**src/rtl/trip_controller.sv**
```systemverilog
// trip_controller: registered drive/computer-power sequencer.
// Debounces overheat, enforces cooldown, holds for refuel.
module trip_controller #(
   parameter int DEBOUNCE    = 3,
   parameter int COOL_CYCLES = 8
) (
   input  logic       clk,
   input  logic       rst,
   input  logic       start_trip,
   input  logic       cpu_overheated,
   input  logic       arrived,
   input  logic       gas_tank_empty,
   input  logic       refuel_done,
   output logic       keep_driving,
   output logic       shut_off_computer,
   output logic [2:0] state,
   output logic [3:0] fuel_stops
);

   typedef enum logic [2:0] {
      IDLE     = 3'd0,
      DRIVE    = 3'd1,
      REFUEL   = 3'd2,
      COOLDOWN = 3'd3,
      DONE     = 3'd4
   } state_t;

   // Last count value before the streak completes; comparing
   // against it avoids ever holding the full parameter value.
   localparam logic [3:0] HOT_LAST  = 4'(DEBOUNCE - 1);
   localparam logic [7:0] COOL_LAST = 8'(COOL_CYCLES - 1);

   state_t     st;
   logic [3:0] hot_cnt;
   logic [7:0] cool_cnt;
   logic       hot_done;
   logic       cool_done;
   logic [3:0] stops_inc;

   // Streak-completion and saturating fuel-stop increment.
   always_comb begin
      hot_done  = cpu_overheated && (hot_cnt == HOT_LAST);
      cool_done = !cpu_overheated && (cool_cnt == COOL_LAST);
      stops_inc = (fuel_stops == 4'hF) ? fuel_stops
                                       : fuel_stops + 4'd1;
   end

   assign state = st;

   // State machine with counters and outputs registered together,
   // so outputs always match the state they were decoded for.
   always_ff @(posedge clk) begin
      if (rst) begin
         st                <= IDLE;
         keep_driving      <= 1'b0;
         shut_off_computer <= 1'b0;
         fuel_stops        <= 4'd0;
         hot_cnt           <= 4'd0;
         cool_cnt          <= 8'd0;
      end else begin
         case (st)
            IDLE: begin
               hot_cnt  <= 4'd0;
               cool_cnt <= 8'd0;
               if (start_trip) begin
                  st                <= DRIVE;
                  keep_driving      <= 1'b1;
                  shut_off_computer <= 1'b0;
                  fuel_stops        <= 4'd0;
               end
            end

            DRIVE: begin
               cool_cnt <= 8'd0;
               if (arrived) begin
                  st                <= DONE;
                  keep_driving      <= 1'b0;
                  shut_off_computer <= 1'b1;
                  hot_cnt           <= 4'd0;
               end else if (gas_tank_empty) begin
                  st                <= REFUEL;
                  keep_driving      <= 1'b0;
                  shut_off_computer <= 1'b0;
                  fuel_stops        <= stops_inc;
                  hot_cnt           <= 4'd0;
               end else if (hot_done) begin
                  st                <= COOLDOWN;
                  keep_driving      <= 1'b1;
                  shut_off_computer <= 1'b1;
                  hot_cnt           <= 4'd0;
               end else if (cpu_overheated) begin
                  hot_cnt <= hot_cnt + 4'd1;
               end else begin
                  hot_cnt <= 4'd0;
               end
            end

            COOLDOWN: begin
               hot_cnt <= 4'd0;
               if (arrived) begin
                  st                <= DONE;
                  keep_driving      <= 1'b0;
                  shut_off_computer <= 1'b1;
                  cool_cnt          <= 8'd0;
               end else if (gas_tank_empty) begin
                  st                <= REFUEL;
                  keep_driving      <= 1'b0;
                  shut_off_computer <= 1'b0;
                  fuel_stops        <= stops_inc;
                  cool_cnt          <= 8'd0;
               end else if (cool_done) begin
                  st                <= DRIVE;
                  keep_driving      <= 1'b1;
                  shut_off_computer <= 1'b0;
                  cool_cnt          <= 8'd0;
               end else if (cpu_overheated) begin
                  cool_cnt <= 8'd0;
               end else begin
                  cool_cnt <= cool_cnt + 8'd1;
               end
            end

            REFUEL: begin
               hot_cnt  <= 4'd0;
               cool_cnt <= 8'd0;
               if (refuel_done) begin
                  st                <= DRIVE;
                  keep_driving      <= 1'b1;
                  shut_off_computer <= 1'b0;
               end
            end

            DONE: begin
               hot_cnt  <= 4'd0;
               cool_cnt <= 8'd0;
               if (start_trip) begin
                  st                <= DRIVE;
                  keep_driving      <= 1'b1;
                  shut_off_computer <= 1'b0;
                  fuel_stops        <= 4'd0;
               end
            end

            default: begin
               st                <= IDLE;
               keep_driving      <= 1'b0;
               shut_off_computer <= 1'b0;
               hot_cnt           <= 4'd0;
               cool_cnt          <= 8'd0;
            end
         endcase
      end
   end

endmodule

```
**config.mk**
```make
export PLATFORM = sky130hd
export DESIGN_NAME = trip_controller
export DESIGN_NICKNAME = d
export VERILOG_FILES = /design/src/rtl/trip_controller.sv
export SDC_FILE = /design/constraint.sdc
export NUM_CORES = 1
export LEC_CHECK = 0
export ABC_AREA = 1
export CAP_MARGIN = 20
export CORE_AREA = 4 4 48 50
export DETAILED_ROUTE_END_ITERATION = 12
export DIE_AREA = 0 0 52 54
export DONT_BUFFER_PORTS = 1
export PLACE_DENSITY = 0.72
export SYNTH_ARGS = -nofsm -noshare
export SYNTH_HDL_FRONTEND = slang
export SYNTH_SLANG_ARGS = --single-unit
```
**constraint.sdc**
```tcl
create_clock -name clk -period 2.8 [get_ports clk]
set_input_delay 0.84 -clock clk [delete_from_list [all_inputs] [get_ports clk]]
set_output_delay 0.84 -clock clk [all_outputs]
set_load 0.01 [all_outputs]
```
==> results.sh, run 1 <==
export IMPL_timing_critical_path_from_type="flip-flop"
export IMPL_maxSlewViolCount=0
export IMPL_fraction_of_layout_instances_using_a_drive_strength_above_1_pct=10.6
export IMPL_filler_cell_count=176
export IMPL_hp_class="flip-flop to flip-flop"
export IMPL_final_instance_count_excl_fillers=178
export IMPL_skew_ns=0.00482
export IMPL_synth_cells_most_frequent="sky130_fd_sc_hd__nand2_1, sky130_fd_sc_hd__nor2_1, sky130_fd_sc_hd__dfxtp_1"
export IMPL_path_class="flip-flop to primary output"
export IMPL_synth_most_common_cell="sky130_fd_sc_hd__nand2_1"
export IMPL_portBuffers=0
export IMPL_finalHoldViolCount=0
export IMPL_r2r_end="fuel_stops[0]$_SDFFE_PP0P_"
export IMPL_cts_inserted_buffers=3
export IMPL_core_rowCount=16
export IMPL_setup_viols_final=0
export IMPL_max_cap_violations=0
export IMPL_drt_drc_violations_left=0
export IMPL_chipHeight_um=54
export IMPL_grt_start_max_net_pins=13
export IMPL_timing_worst_slew_pin_value_ns=0.360
export IMPL_post_drt_wl_per_cell_um=10.5
export IMPL_slew_headroom_pct=76.0
export IMPL_initial_core_util_pct=56.1
export IMPL_critical_path_depth=0
export IMPL_critical_path_arrival_ns=0.85
export IMPL_tritoncts_num_sinks=21
export IMPL_clk_insertion_delay_late_ns=0.30
export IMPL_grt_pass1_wl_um=3210
export IMPL_reg2reg_slack_ns=1.41
export IMPL_setup_tns_final_ns=0
export IMPL_worstSetupEndpoint="state[2]"
export IMPL_ys_types=24
export IMPL_timing_critical_path_required_ns=1.96
export IMPL_cts_htree_levels=1
export IMPL_ys_ff_latch=21
export IMPL_root_buffer="sky130_fd_sc_hd__clkbuf_4"
export IMPL_r2r_worst_path_cells=7
export IMPL_cts_resized=0
export IMPL_dieWidth_um=52
export IMPL_antenna_left=0
export IMPL_critical_path_startpoint="state[2]$_SDFFE_PP0P_"
export IMPL_number_of_synthesized_flops_with_an_enable_pin=0
export IMPL_post_synth_main_area_contributors="sky130_fd_sc_hd__dfxtp_1, sky130_fd_sc_hd__nand2_1, sky130_fd_sc_hd__nor2_1, sky130_fd_sc_hd__inv_1, sky130_fd_sc_hd__nand3_1"
export IMPL_drt_iter0_markers=5
export IMPL_ioPinCount=16
export IMPL_clk_pin_slew_worst_paths_ns=0.11
export IMPL_max_vdd_drop_mv=0.297
export IMPL_setup_repair_after_global_routing_missed_its_margin="false"
export IMPL_coreArea_mm2=0.00190
export IMPL_bufs_on_longest_clock_path=2
export IMPL_endpoint_kind="primary output"
export IMPL_routed_via_count=868
export IMPL_grt_overflow=0
export IMPL_cellLeakagePower_nw=0.480
export IMPL_synthDominantCellAreaShare_pct=39.4
export IMPL_status="completed"
export IMPL_routabilityCongestion=0.831
export IMPL_timing_final_crit_share_pct=60.4
export IMPL_syn_area_mm2=0.00107
export IMPL_multi_input_comb_area_um2=574
export IMPL_number_of_warnings_reported_in_the_yosys_synthesis_log=0
export IMPL_reg2reg_from="fuel_stops[0]$_SDFFE_PP0P_"
export IMPL_cts_setup_buffers=0
export IMPL_drtPass1Iterations=4
export IMPL_per_instance_average_area_after_synthesis_um2=7.25
export IMPL_fmaxAchievable_ghz=0.592
export IMPL_syn_instance_count=147
export IMPL_vias_in_the_first_global_route=835
export IMPL_fp_dieArea_mm2=0.00281
export IMPL_syn_to_final_growth_pct=5.75
export IMPL_powerDensity_mw_per_mm2=487
export IMPL_final_nets=163
export IMPL_finalWorstPathRequiredPeriod_ns=1.69
export IMPL_drt_vias_per_instance=4.88
export IMPL_synthesis_nets=158
export IMPL_synth_sequential_area_ratio_pct=39.4
export IMPL_synth_flop_cell="sky130_fd_sc_hd__dfxtp_1"
export IMPL_async_reset_ff_share_pct=0
export IMPL_post_dp_hpwl_um=1510
export IMPL_seqCellArea_um2=420
export IMPL_routed_wirelength_um=1870
export IMPL_placed_instance_count=174
export IMPL_globalRouteTotalUtil_pct=15.3
export IMPL_cts_hold_repair_buffers=0
export IMPL_diode_count=0
export IMPL_cts_tree="yes"
export IMPL_post_synth_top_area_cell="sky130_fd_sc_hd__dfxtp_1"
export IMPL_initial_antenna_violation_count=0
export IMPL_cp_max_fo=6
[through the flow]
step	instance area, µm²	hold slack, ns	total power, mW	util [%]	setup WS (ns)
global placement	1100	0.433	0.410	57.8	1.05
floorplan	1070	0.418	0.397	-	1.16
finish	1130	0.461	0.549	59.3	1.11
detailed placement	1100	0.437	0.412	57.8	0.966
CTS	1130	0.463	0.554	59.3	1.09
global route	1130	0.493	0.576	59.3	1.07
[state kept, by name (all words and copies together), names as in the netlist]
register           cells
cool_cnt               8
shut_off_computer      1
keep_driving           1
fuel_stops             4
hot_cnt                4
state                  3
[placed cells by master, fill, tap and decap left out, drive strengths merged]
master / netlist / layout
dfxtp: 21 / 21
clkbuf: 0 / 3
nor4: 1 / 1
nand3: 13 / 13
nor2: 30 / 30
nand2: 34 / 34
nand4: 2 / 2
o211ai: 1 / 1
clkinv: 0 / 1
and3b: 1 / 1
o21ai: 1 / 1
xor2: 3 / 3
nor3: 4 / 4
nor3b: 2 / 2
a21oi: 7 / 7
o21bai: 1 / 1
ha: 4 / 4
inv: 19 / 19
xnor2: 1 / 1
or2: 2 / 2
[worst min-delay path by stage]
stage | start | to | slack (ns) | depth (start not counted)
finish | cool_cnt[0]$_SDFF_PP0_ | cool_cnt[0]$_SDFF_PP0_ | 0.46 | 1
global route | cool_cnt[0]$_SDFF_PP0_ | cool_cnt[0]$_SDFF_PP0_ | 0.49 | 1
CTS | cool_cnt[0]$_SDFF_PP0_ | cool_cnt[0]$_SDFF_PP0_ | 0.46 | 1
detailed placement | cool_cnt[0]$_SDFF_PP0_ | cool_cnt[0]$_SDFF_PP0_ | 0.44 | 1
global placement | cool_cnt[0]$_SDFF_PP0_ | cool_cnt[0]$_SDFF_PP0_ | 0.43 | 1
floorplan | cool_cnt[0]$_SDFF_PP0_ | cool_cnt[0]$_SDFF_PP0_ | 0.42 | 1
[final cells by class]
class	count	area share, %
Clock buffer	3	2.00
Clock inverter	1	0.444
Tap cell	27	3.00
Inverter	19	6.33
Sequential cell	21	37.3
Multi-Input combinational cell	107	50.9
[power breakdown]
part | total [mW] | switching (mW) | internal [mW]
combinational | 0.0760 | 0.0475 | 0.0284
clock | 0.144 | 0.0909 | 0.0532
sequential | 0.328 | 0.0186 | 0.310
[logic make-up (layout without fill, tap and decap cells)]
group,after synthesis,count (layout),share of synthesized area (%)
AO/OA/AOI/OAI,10,10,5.16
XOR/XNOR,4,4,3.29
adder cells (fa/ha/maj),4,4,4.70
buffers and inverters,19,23,6.69
flip-flops,21,21,39.4
AND/OR/NAND/NOR,89,89,40.7
[routing by layer]
layer  track usage (%)  vias up  part of all wire, %
met4              8.73        0                 0.64
met5                 0        -                    0
met2              27.2       14                   50
met3              2.77        2                  4.6
li1                  -      473                    -
met1              17.0      379                   44
No activity file was read; power rests on OpenSTA's default activity.
==> inputs of run 2 (changes only) <==
==> constraint.sdc (replaced) <==
create_clock -name clk -period 1.7 [get_ports clk]
set_input_delay 0.51 -clock clk [delete_from_list [all_inputs] [get_ports clk]]
set_output_delay 0.51 -clock clk [all_outputs]
set_load 0.01 [all_outputs]
==> results.sh, run 2 (synthesis gave the netlist of run 1 again) <==
export IMPL_status="completed"
export IMPL_vias_in_the_first_global_route=836
export IMPL_timing_worst_slew_pin_value_ns=0.371
export IMPL_timing_critical_path_required_ns=1.95
export IMPL_critical_path_depth=7
export IMPL_largestRegisters="cool_cnt x8, fuel_stops x4, hot_cnt x4"
export IMPL_setup_repair_after_global_routing_missed_its_margin="false"
export IMPL_max_cap_violations=0
export IMPL_bufs_on_longest_clock_path=2
export IMPL_reg2reg_from="fuel_stops[0]$_SDFFE_PP0P_"
export IMPL_cts_setup_buffers=0
export IMPL_timing_final_crit_share_pct=81.4
export IMPL_finalHoldViolCount=0
export IMPL_drt_vias_per_instance=5.05
export IMPL_post_dp_hpwl_um=1570
export IMPL_powerDensity_mw_per_mm2=802
export IMPL_globalRouteTotalUtil_pct=16.0
export IMPL_max_vdd_drop_mv=0.500
export IMPL_crit_top_cell="sky130_fd_sc_hd__nand2_1"
export IMPL_portBuffers=0
export IMPL_dieWidth_um=52
export IMPL_setup_viols_final=0
export IMPL_cp_max_fo=7
export IMPL_clk_insertion_delay_late_ns=0.31
export IMPL_drt_drc_violations_left=0
export IMPL_coreArea_mm2=0.00190
export IMPL_clk_pin_slew_worst_paths_ns=0.12
export IMPL_critical_path_slowest_cell="sky130_fd_sc_hd__dfxtp_1"
export IMPL_antenna_left=0
export IMPL_initial_core_util_pct=56.1
export IMPL_post_drt_wl_per_cell_um=10.8
export IMPL_final_nets=163
export IMPL_largest_reg_flops=8
export IMPL_cts_tree="yes"
export IMPL_critical_path_arrival_ns=1.63
export IMPL_drt_iter0_markers=16
export IMPL_r2r_end="fuel_stops[0]$_SDFFE_PP0P_"
export IMPL_fraction_of_layout_instances_using_a_drive_strength_above_1_pct=10.6
export IMPL_hp_class="input pin to flip-flop"
export IMPL_fin_worst_hold_slack_ns=0.251
export IMPL_maxSlewViolCount=0
export IMPL_cts_resized=0
export IMPL_cts_htree_levels=1
export IMPL_largest_register="cool_cnt"
export IMPL_root_buffer="sky130_fd_sc_hd__clkbuf_4"
export IMPL_critical_path_max_stage_delay_ns=0.39
export IMPL_cts_hold_repair_buffers=0
export IMPL_timing_critical_path_from_type="flip-flop"
export IMPL_r2r_worst_path_cells=7
export IMPL_grt_pass1_wl_um=3330
export IMPL_finalWorstPathRequiredPeriod_ns=1.38
export IMPL_path_class="flip-flop to flip-flop"
export IMPL_endpoint_kind="flip-flop"
export IMPL_slew_headroom_pct=75.2
export IMPL_grt_start_max_net_pins=13
export IMPL_fmaxAchievable_ghz=0.723
export IMPL_tritoncts_num_sinks=21
export IMPL_initial_antenna_violation_count=0
export IMPL_ioPinCount=16
export IMPL_cp_buffers_inverters=0
export IMPL_setup_tns_final_ns=0
export IMPL_skew_ns=0.00674
export IMPL_critical_path_startpoint="fuel_stops[0]$_SDFFE_PP0P_"
export IMPL_cellLeakagePower_nw=0.480
export IMPL_most_common_library_cell_in_the_layout_ignoring_fill_and_taps="sky130_fd_sc_hd__nand2_1"
export IMPL_routabilityCongestion=0.828
export IMPL_cts_inserted_buffers=3
export IMPL_reg2reg_slack_ns=0.32
export IMPL_core_rowCount=16
export IMPL_chipHeight_um=54
export IMPL_timing_critical_path_cells="ha_1 -> nand3_1 -> nand2_1 -> nand2_1 -> nand3_4 -> or2_1 -> a21oi_1"
export IMPL_routed_via_count=899
export IMPL_routed_wirelength_um=1930
export IMPL_diode_count=0
export IMPL_layout_common_cells="sky130_fd_sc_hd__nand2_1, sky130_fd_sc_hd__nor2_1, sky130_fd_sc_hd__dfxtp_1"
export IMPL_dominant_delay_contributor_by_cell_family_on_the_critical_path="simple AND/OR/NAND/NOR gates"
export IMPL_fp_dieArea_mm2=0.00281
export IMPL_syn_to_final_growth_pct=5.75
export IMPL_worstSetupEndpoint="fuel_stops[0]$_SDFFE_PP0P_"
export IMPL_grt_overflow=0
export IMPL_drtPass1Iterations=4
-- run 2: cell counts in the layout (fill, tap and decap cells not counted) --
Identical to the previous run, type by type.
-- run 2: final cells by class --
cell class                 instances  area [µm²]
clock buffer                       3        22.5
multi-input combinational        107         574
clock inverter                     1        5.00
fill                             197         774
sequential                        21         420
tap                               27        33.8
inverter                          19        71.3
-- run 2: worst min path at each step --
stage	cells after the start	end	from	slack (ns)
2_1_floorplan	1	cool_cnt[0]$_SDFF_PP0_	cool_cnt[0]$_SDFF_PP0_	0.42
3_3_place_gp	1	cool_cnt[0]$_SDFF_PP0_	cool_cnt[0]$_SDFF_PP0_	0.44
3_5_place_dp	1	cool_cnt[0]$_SDFF_PP0_	cool_cnt[0]$_SDFF_PP0_	0.45
4_1_cts	1	fuel_stops[2]$_SDFFE_PP0P_	rst	0.23
5_1_grt	1	fuel_stops[2]$_SDFFE_PP0P_	rst	0.24
6_report	1	fuel_stops[2]$_SDFFE_PP0P_	rst	0.25
-- run 2: power breakdown --
group | switching (mW) | total [mW] | internal [mW] | leakage [nW]
clock network | 0.150 | 0.238 | 0.0879 | 0.0177
logic | 0.0789 | 0.126 | 0.0470 | 0.292
registers | 0.0300 | 0.540 | 0.510 | 0.170
-- run 2: metrics by stage --
stage          instance area [µm²]  utilization [%]  power, mW  std cells  setup slack (ns)
2_1_floorplan                 1070                -      0.653        147             0.391
3_3_place_gp                  1100             57.8      0.675        174             0.284
3_5_place_dp                  1100             57.8      0.680        174             0.225
4_1_cts                       1130             59.3      0.924        178             0.294
5_1_grt                       1130             59.3      0.954        178             0.164
6_report                      1130             59.3      0.904        178             0.316
-- run 2: per-layer routing --
| metal | GRT usage [%] | part of all wire (%) | wire length (µm) |
|---|---|---|---|
| met1 | 17.3 | 44 | 841 |
| met5 | 0 | 0 | 0 |
| met3 | 3.05 | 3.6 | 69 |
| met4 | 9.17 | 2.1 | 41 |
| met2 | 29.1 | 51 | 974 |
==> inputs of run 3 (changes only) <==
--- a/config.mk
+++ b/config.mk
@@ -7,11 +7,11 @@
 export LEC_CHECK = 0
 export ABC_AREA = 1
 export CAP_MARGIN = 20
-export CORE_AREA = 4 4 48 50
+export CORE_AREA = 4 4 50 52
 export DETAILED_ROUTE_END_ITERATION = 12
-export DIE_AREA = 0 0 52 54
+export DIE_AREA = 0 0 54 56
 export DONT_BUFFER_PORTS = 1
-export PLACE_DENSITY = 0.72
+export PLACE_DENSITY = 0.69
 export SYNTH_ARGS = -nofsm -noshare
 export SYNTH_HDL_FRONTEND = slang
 export SYNTH_SLANG_ARGS = --single-unit
==> constraint.sdc (replaced) <==
create_clock -name clk -period 1.25 [get_ports clk]
set_input_delay 0.375 -clock clk [delete_from_list [all_inputs] [get_ports clk]]
set_output_delay 0.375 -clock clk [all_outputs]
set_load 0.01 [all_outputs]
==> results.sh, run 3 (synthesis gave the netlist of run 1 again) <==
export IMPL_timing_final_crit_share_pct=106
export IMPL_antenna_left=0
export IMPL_tritoncts_num_sinks=21
export IMPL_finalHoldViolCount=0
export IMPL_cellLeakagePower_nw=0.649
export IMPL_timing_critical_path_from_type="flip-flop"
export IMPL_post_dp_hpwl_um=1740
export IMPL_chipHeight_um=56
export IMPL_grt_overflow=0
export IMPL_portBuffers=0
export IMPL_fraction_of_layout_instances_using_a_drive_strength_above_1_pct=44.3
export IMPL_multi_input_comb_area_um2=728
export IMPL_coreArea_mm2=0.00211
export IMPL_cp_buffers_inverters=1
export IMPL_most_common_library_cell_in_the_layout_ignoring_fill_and_taps="sky130_fd_sc_hd__nor2_1"
export IMPL_timing_critical_path_required_ns=1.49
export IMPL_maxSlewViolCount=0
export IMPL_fin_worst_hold_slack_ns=0.107
export IMPL_initial_antenna_violation_count=0
export IMPL_ioPinCount=16
export IMPL_worstHoldPathCells=1
export IMPL_slew_headroom_pct=77.1
export IMPL_clk_pin_slew_worst_paths_ns=0.12
export IMPL_cts_inserted_buffers=3
export IMPL_bufs_on_longest_clock_path=2
export IMPL_filler_cell_count=145
export IMPL_max_vdd_drop_mv=0.845
export IMPL_grt_start_max_net_pins=13
export IMPL_fmaxAchievable_ghz=0.757
export IMPL_finalWorstPathRequiredPeriod_ns=1.32
export IMPL_diode_count=0
export IMPL_cp_max_fo=6
export IMPL_max_cap_violations=0
export IMPL_root_buffer="sky130_fd_sc_hd__clkbuf_4"
export IMPL_utilization_pct=72.0
export IMPL_powerDensity_mw_per_mm2=922
export IMPL_failed_checks="negative setup slack"
export IMPL_timing_critical_path_cells="inv_4 -> nor2_4 -> nand2_2 -> nand2_4 -> nand3_4 -> or2_1 -> a21oi_2"
export IMPL_post_drt_wl_per_cell_um=14.2
export IMPL_drt_drc_violations_left=0
export IMPL_setup_viols_final=8
export IMPL_core_rowCount=17
export IMPL_drt_iter0_markers=26
export IMPL_seqCellArea_um2=437
export IMPL_status="finished with violations"
export IMPL_initial_core_util_pct=50.6
export IMPL_post_route_cell_area_mm2=0.00152
export IMPL_hp_class="input pin to flip-flop"
export IMPL_critical_path_max_stage_delay_ns=0.39
export IMPL_globalRouteTotalUtil_pct=16.9
export IMPL_setup_repair_after_global_routing_missed_its_margin="true"
export IMPL_final_nets=188
export IMPL_fp_dieArea_mm2=0.00302
export IMPL_syn_to_final_growth_pct=42.3
export IMPL_critical_path_slowest_cell="sky130_fd_sc_hd__dfxtp_4"
export IMPL_vias_in_the_first_global_route=961
export IMPL_timing_worst_slew_pin_value_ns=0.340
export IMPL_critical_path_depth=7
export IMPL_clk_insertion_delay_late_ns=0.31
export IMPL_cts_htree_levels=1
export IMPL_report_power_total_mw=1.40
export IMPL_dieWidth_um=54
export IMPL_endpoint_kind="flip-flop"
export IMPL_routed_via_count=1064
export IMPL_routabilityCongestion=0.794
export IMPL_path_class="flip-flop to flip-flop"
export IMPL_largest_register="cool_cnt"
export IMPL_drt_vias_per_instance=5.22
export IMPL_critical_path_arrival_ns=1.56
export IMPL_layout_common_cells="sky130_fd_sc_hd__nor2_1, sky130_fd_sc_hd__nand2_1, sky130_fd_sc_hd__buf_4"
export IMPL_total_cell_area_at_the_placement_stage_mm2=0.00124
export IMPL_routed_wirelength_um=2890
export IMPL_cts_tree="yes"
export IMPL_largestRegisters="cool_cnt x8, fuel_stops x4, hot_cnt x4"
export IMPL_r2r_worst_path_cells=7
export IMPL_post_place_ws_ns=-0.0679
export IMPL_dominant_delay_contributor_by_cell_family_on_the_critical_path="simple AND/OR/NAND/NOR gates"
export IMPL_drtPass1Iterations=4
export IMPL_grt_pass1_wl_um=3950
export IMPL_skew_ns=0.00968
export IMPL_largest_reg_flops=8
export IMPL_setup_ws_ns=-0.0710
==> run 3: report_power, final <==
| part | internal (mW) | switching, mW | total (mW) |
|---|---|---|---|
| logic | 0.153 | 0.186 | 0.339 |
| clock network | 0.120 | 0.210 | 0.330 |
| registers | 0.697 | 0.0322 | 0.729 |
| total | 0.970 | 0.428 | 1.40 |
==> run 3: what timing repair did <==
| item | CTS | global route |
|---|---|---|
| hold buffers | 0 | 0 |
| pin swaps | 9 | 14 |
| buffers inserted | 2 | 5 |
| endpoints found under the hold margin | 0 | 0 |
| endpoints found under the setup margin | 14 | 18 |
| gates resized for setup | 23 | 29 |
==> run 3: per-stage QoR <==
| stage | TNS [ns] | cells |
|---|---|---|
| global placement | -0.0943 | 193 |
| finish | -0.346 | 204 |
| floorplan | 0 | 147 |
| detailed placement | -0.287 | 193 |
| global route | -1.34 | 204 |
| CTS | -0.0277 | 199 |
==> run 3: path summary, 6_finish.rpt <==
path | slack, ns | from | to
min | 0.11 | rst | fuel_stops[1]$_SDFFE_PP0P_
min reg2reg | 0.52 | hot_cnt[0]$_SDFF_PP0_ | hot_cnt[0]$_SDFF_PP0_
max | -0.07 | state[0]$_SDFFE_PP0P_ | fuel_stops[0]$_SDFFE_PP0P_
max reg2reg | -0.07 | state[0]$_SDFFE_PP0P_ | fuel_stops[0]$_SDFFE_PP0P_
==> run 3: area by class of cell <==
type                       instances  area share (%)
clock buffer                       3            1.49
clock inverter                     1           0.330
inverter                          19            4.87
multi-input combinational        107            48.0
sequential                        21            28.8
tap                               28            2.31
timing repair buffer              25            14.2
==> run 3: routing by layer <==
layer	up-vias	part of all wire (%)	GRT usage, %
li1	522	-	-
met1	505	39	20.2
met2	26	52	28.5
met3	11	5.1	3.75
met5	-	0	0
met4	0	3.7	6.41
